## config.mk

```make
export PLATFORM = sky130hd
export DESIGN_NAME = instruction_cache
export DESIGN_NICKNAME = d
export VERILOG_FILES = /design/src/rtl/instruction_cache.sv
export SDC_FILE = /design/constraint.sdc
export NUM_CORES = 2
export LEC_CHECK = 0
export BUFFER_PORTS_ARGS = -buffer_cell sky130_fd_sc_hd__buf_4
export CAP_MARGIN = 15
export CELL_PAD_IN_SITES_DETAIL_PLACEMENT = 1
export CELL_PAD_IN_SITES_GLOBAL_PLACEMENT = 1
export CORE_AREA = 2 2 437 439
export DETAILED_ROUTE_END_ITERATION = 8
export DIE_AREA = 0 0 439 441
export PLACE_DENSITY_LB_ADDON = 0.2
export SETUP_SLACK_MARGIN = 0.05
export SLEW_MARGIN = 20
export SYNTH_ARGS = -nofsm -noshare
export SYNTH_HDL_FRONTEND = slang
export SYNTH_SLANG_ARGS = --single-unit
```

## constraint.sdc

```tcl
create_clock -name clock -period 3.6 [get_ports clock]
set_input_delay 0.18 -clock clock [delete_from_list [all_inputs] [get_ports clock]]
set_output_delay 0.18 -clock clock [all_outputs]
set_load 0.02 [all_outputs]
```

## src/rtl/instruction_cache.sv

```systemverilog
// Direct-mapped instruction cache, 4-word lines, zero-latency hit and a blocking line refill.
// Define ICACHE_STATS_EN to add the hitCount/missCount statistics outputs.
module instruction_cache #(
    parameter int INDEX_BITS = 4
) (
    input  logic        clock,
    input  logic        resetN,
    input  logic [31:0] pcAddress,
    input  logic        flush,
    output logic [31:0] instruction,
    output logic        hit,
    output logic        memReadRequest,
    output logic [31:0] memAddress,
    input  logic [31:0] memReadData,
    input  logic        memReadValid
`ifdef ICACHE_STATS_EN
    ,
    output logic [31:0] hitCount,
    output logic [31:0] missCount
`endif
);
    localparam int LINES    = 1 << INDEX_BITS;
    localparam int TAG_BITS = 28 - INDEX_BITS;

    typedef enum logic {IDLE = 1'b0, REFILL = 1'b1} state_t;
    state_t state, nextState;

    logic [31:0]          dataArray [LINES][4];
    logic [TAG_BITS-1:0]  tagArray  [LINES];
    logic [LINES-1:0]     validBits;
    logic [1:0]           beatCount;
    logic                 flushSeen;
    logic [31:0]          missAddress;

    logic [1:0]            pcOffset;
    logic [INDEX_BITS-1:0] pcIndex, missIndex;
    logic [TAG_BITS-1:0]   pcTag, missTag;
    logic                  lookupHit, finalBeat;
    logic                  unusedPcBits;

    assign pcOffset     = pcAddress[3:2];
    assign pcIndex      = pcAddress[3+INDEX_BITS:4];
    assign pcTag        = pcAddress[31:4+INDEX_BITS];
    assign missIndex    = missAddress[3+INDEX_BITS:4];
    assign missTag      = missAddress[31:4+INDEX_BITS];
    assign unusedPcBits = ^pcAddress[1:0];

    // A flush in the same cycle hides the hit even though valid bits clear only at the edge.
    assign lookupHit = (state == IDLE) && !flush && validBits[pcIndex] && (tagArray[pcIndex] == pcTag);
    assign finalBeat = (state == REFILL) && memReadValid && (beatCount == 2'd3);
    assign memAddress = missAddress;

    always_ff @(posedge clock) begin
        if (!resetN) state <= IDLE;
        else         state <= nextState;
    end

    always_comb begin
        nextState      = state;
        hit            = lookupHit;
        instruction    = '0;
        memReadRequest = (state == REFILL);
        if (lookupHit) instruction = dataArray[pcIndex][pcOffset];
        case (state)
            IDLE:    if (!lookupHit) nextState = REFILL;
            REFILL:  if (finalBeat)  nextState = IDLE;
            default: nextState = IDLE;
        endcase
    end

    always_ff @(posedge clock) begin
        if (!resetN) begin
            beatCount   <= 2'd0;
            flushSeen   <= 1'b0;
            missAddress <= '0;
        end else if (state == IDLE) begin
            beatCount <= 2'd0;
            flushSeen <= 1'b0;
            if (nextState == REFILL) missAddress <= {pcAddress[31:4], 4'b0000};
        end else begin
            if (memReadValid) beatCount <= beatCount + 2'd1;
            if (flush)        flushSeen <= 1'b1;
        end
    end

    // Flush has priority, so a flush on the final beat leaves the new line invalid.
    always_ff @(posedge clock) begin
        if (!resetN)                      validBits <= '0;
        else if (flush)                   validBits <= '0;
        else if (finalBeat && !flushSeen) validBits[missIndex] <= 1'b1;
    end

    always_ff @(posedge clock) begin
        if (resetN && state == REFILL && memReadValid) begin
            dataArray[missIndex][beatCount] <= memReadData;
            if (beatCount == 2'd3) tagArray[missIndex] <= missTag;
        end
    end

`ifdef ICACHE_STATS_EN
    always_ff @(posedge clock) begin
        if (!resetN) begin
            hitCount  <= '0;
            missCount <= '0;
        end else begin
            if (lookupHit && hitCount != 32'hFFFF_FFFF) hitCount <= hitCount + 32'd1;
            if (state == IDLE && nextState == REFILL && missCount != 32'hFFFF_FFFF)
                missCount <= missCount + 32'd1;
        end
    end
`endif

endmodule

```

==> metrics.csv <==
metric;value;unit
P_sw;12.6;mW
H-tree depth;4;
Area Overhead vs Synth;15.8;%
Final Max Tran Viols;0;
Crit Path Class;flop to output port;
post-synthesis sequential area ratio;77.1;%
Critical Path Start Type;flop;
post-DP HPWL;139000;µm
WL met2;127000;µm
largest net degree at the start of global routing;88;
most frequent cells in the layout;edfxtp_1, mux4_2, buf_4, clkbuf_16, buf_12;
Leak Pwr;34.8;nW
Critical Path Sink;instruction[17];
clock latency on the worst-skew pair;0.89;ns
Finished Cell Area;111000;µm²
Critical R2R Capture;memReadRequest;
Post-Route WL;257000;µm
fin crit share;123;%
CTS tree;done;
final routed DRC violation total;0;
Post-Place Worst Slack;-0.395;ns
Worst-Margin Slew;1.04;ns
Internal;46.9;mW
commonest non-fill, non-tap cell in the layout;edfxtp_1;
Total Routing Usage GR;26.9;%
CTS Buf Count;240;
antenna-violating nets left;0;
first-pass GRT wire length;365000;µm
cell taking the most area after synthesis;edfxtp_1;
Post-Place Cell Area;103000;µm²
Comb power frac;5.2;%
Mapped Cells;4068;
reg-to-reg slack, setup;0.29;ns
FP Rows;160;
Max Clk Rate;0.225;GHz
initial antenna violation count;16;
wire length per cell;35.5;µm
drt initial violations;5734;
Die H;441;µm
clock share of power;41.1;%
vias in the first global route;48300;
register bit total from synthesis;2480;
worst setup margin;-0.841;ns
area share of the largest cell type after synthesis;76.1;%
GPL Wtd Cong;0.804;
Worst R2R Start;tagArray[15][21];
Crit. Startpoint;tagArray[15][21];
Area contributors post-synth;edfxtp_1, mux4_2, dfxtp_1;
DRT met1 WL;104000;µm
Syn. warnings;0;
Critical Path RT;3.42;ns
share of cells above drive strength 1;33.4;%
setup TNS;-23.80;ns
Hold/Removal Path Class;input port to flop;
Die Wd;439;µm
Worst Path Arrival;4.26;ns
Die Area;194000;µm²
Netlist Area Pre-Place;96000;µm²
Clock Skew;0.0256;ns
failing checks;setup timing;
Synth Flop Type;edfxtp_1;
Final #Nets;4587;
Sw Share;21.1;%
Pre-antenna DRT Iters;6;
critical path peak fanout;4;
Finish-stage setup viols;33;
I/O pin cnt;134;
initial core utilization;50.7;%
Via density;6.46;
DR vias;46800;
Clk pin slew, worst setup/hold paths;0.06;ns
clock period minus worst slack;4.44;ns
WHS Path Cells;3;
Core Region;189000;µm²
Root Driver;clkbuf_16;
CTS max path bufs;3;
R2R depth;10;
GR Overflow Total;0;
I/O Buffers;127;
asr flop ratio synth;0;%
Sequential Power Share;53.8;%
max layer used;met5;
worst rel slew slack;30.5;%
status;complete, but fails checks;
Worst Hold Slack;0.0801;ns
Avg Cell Area, Syn;23.6;µm²
number of max-cap violations;0;
Power Dens Cells;535;nW/µm²
Post-synth EDFFs;2432;
final hold violation count;0;
Clock Sinks;2480;
Met3 Wirelength;19500;µm
Netlist cell types;62;
Peak VDD IR;0.525;mV
Worst setup EP type;output port;
RSZ-0062 raised after global routing;yes;
state kept, by name, summed over array words and instances (netlist names):
name and count:
beatCount 2, dataArray 2048, flushSeen 1, memAddress 28, memReadRequest 1, tagArray 384, validBits 16
through the flow:
stage               total power, mW  utilization [%]  std cells
floorplan                      34.2                -       4071
global placement               35.5             54.2       6720
detailed placement             35.6             54.2       6720
CTS                            59.8             58.6       7226
global route                   61.0             58.8       7232
finish                         59.5             58.8       7236
cell type report:
class | instances | area, µm²
multi-input combinational | 1333 | 21400
antenna | 5 | 12.5
timing repair buffer | 449 | 5000
clock inverter | 149 | 1260
tap | 2511 | 3140
inverter | 11 | 48.8
fill | 15300 | 78000
clock buffer | 298 | 6310
sequential | 2480 | 74000
layer usage:
metal / vias to the layer above / global-route usage, %
li1: 18400 / -
met1: 25700 / 38.5
met2: 2218 / 43.8
met3: 353 / 4.07
met4: 4 / 6.85
met5: - / 0
timing repair:
action / CTS / global route
hold buffers: 58 / 0
cloned: 0 / 3
endpoints found under the hold margin: 2077 / 0
setup endpoints to repair: 33 / 33
setup buffers: 1 / 2
pin swaps: 3 / 1
gates resized for setup: 17 / 58
power groups by stage:
stage / sequential (mW) / clock, mW / combinational [mW]
6_report: 32.0 / 24.5 / 3.07
5_1_grt: 32.0 / 25.8 / 3.25
4_1_cts: 32.0 / 24.8 / 3.07
3_5_place_dp: 32.6 / 0 / 2.99
3_3_place_gp: 32.6 / 0 / 2.94
2_1_floorplan: 32.5 / 0 / 1.66
worst min-delay path by stage:
stage,from,endpoint
after floorplan,memReadData[0],dataArray[0][0]
after global placement,validBits[6],validBits[6]
after detailed placement,validBits[11],validBits[11]
after CTS,pcAddress[5],memAddress[5]
after global routing,pcAddress[5],memAddress[5]
final,resetN,memReadRequest
synthesized netlist by cell type (all sizes together), types with 7 or more instances:
library cell,count
nor2b,34
mux4,754
nor3b,8
a311oi,13
and3b,21
nand2,80
nand4,11
edfxtp,2432
o311ai,29
clkbuf,95
inv,11
nand3,10
o21ai,39
buf,152
nor2,106
nor3,8
mux2i,50
mux2,7
dfxtp,48
a31oi,11
a32oi,28
xnor2,19
a211oi,22
cells by family after synthesis:
logic type / Yosys count / synth area share [%]
AO/OA/AOI/OAI: 183 / 1.41
XOR/XNOR: 23 / 0.210
adder cells (fa/ha/maj): 4 / 0.0521
buffers and inverters: 258 / 1.35
flip-flops: 2480 / 77.1
multiplexers: 811 / 18.3
other: 1 / 0.00391
AND/OR/NAND/NOR: 308 / 1.59
worst max-delay path: stages (launching register included):
cell and delay (ns):
edfxtp_1 0.37, mux4_2 0.48, mux4_2 0.56, xnor2_2 0.24
o2111ai_2 0.16, nor4_2 0.22, nand4b_1 0.35, buf_6 0.28
buf_4 0.15, a311oi_4 0.39, buf_6 0.19
(Power assumes the default switching activity.)
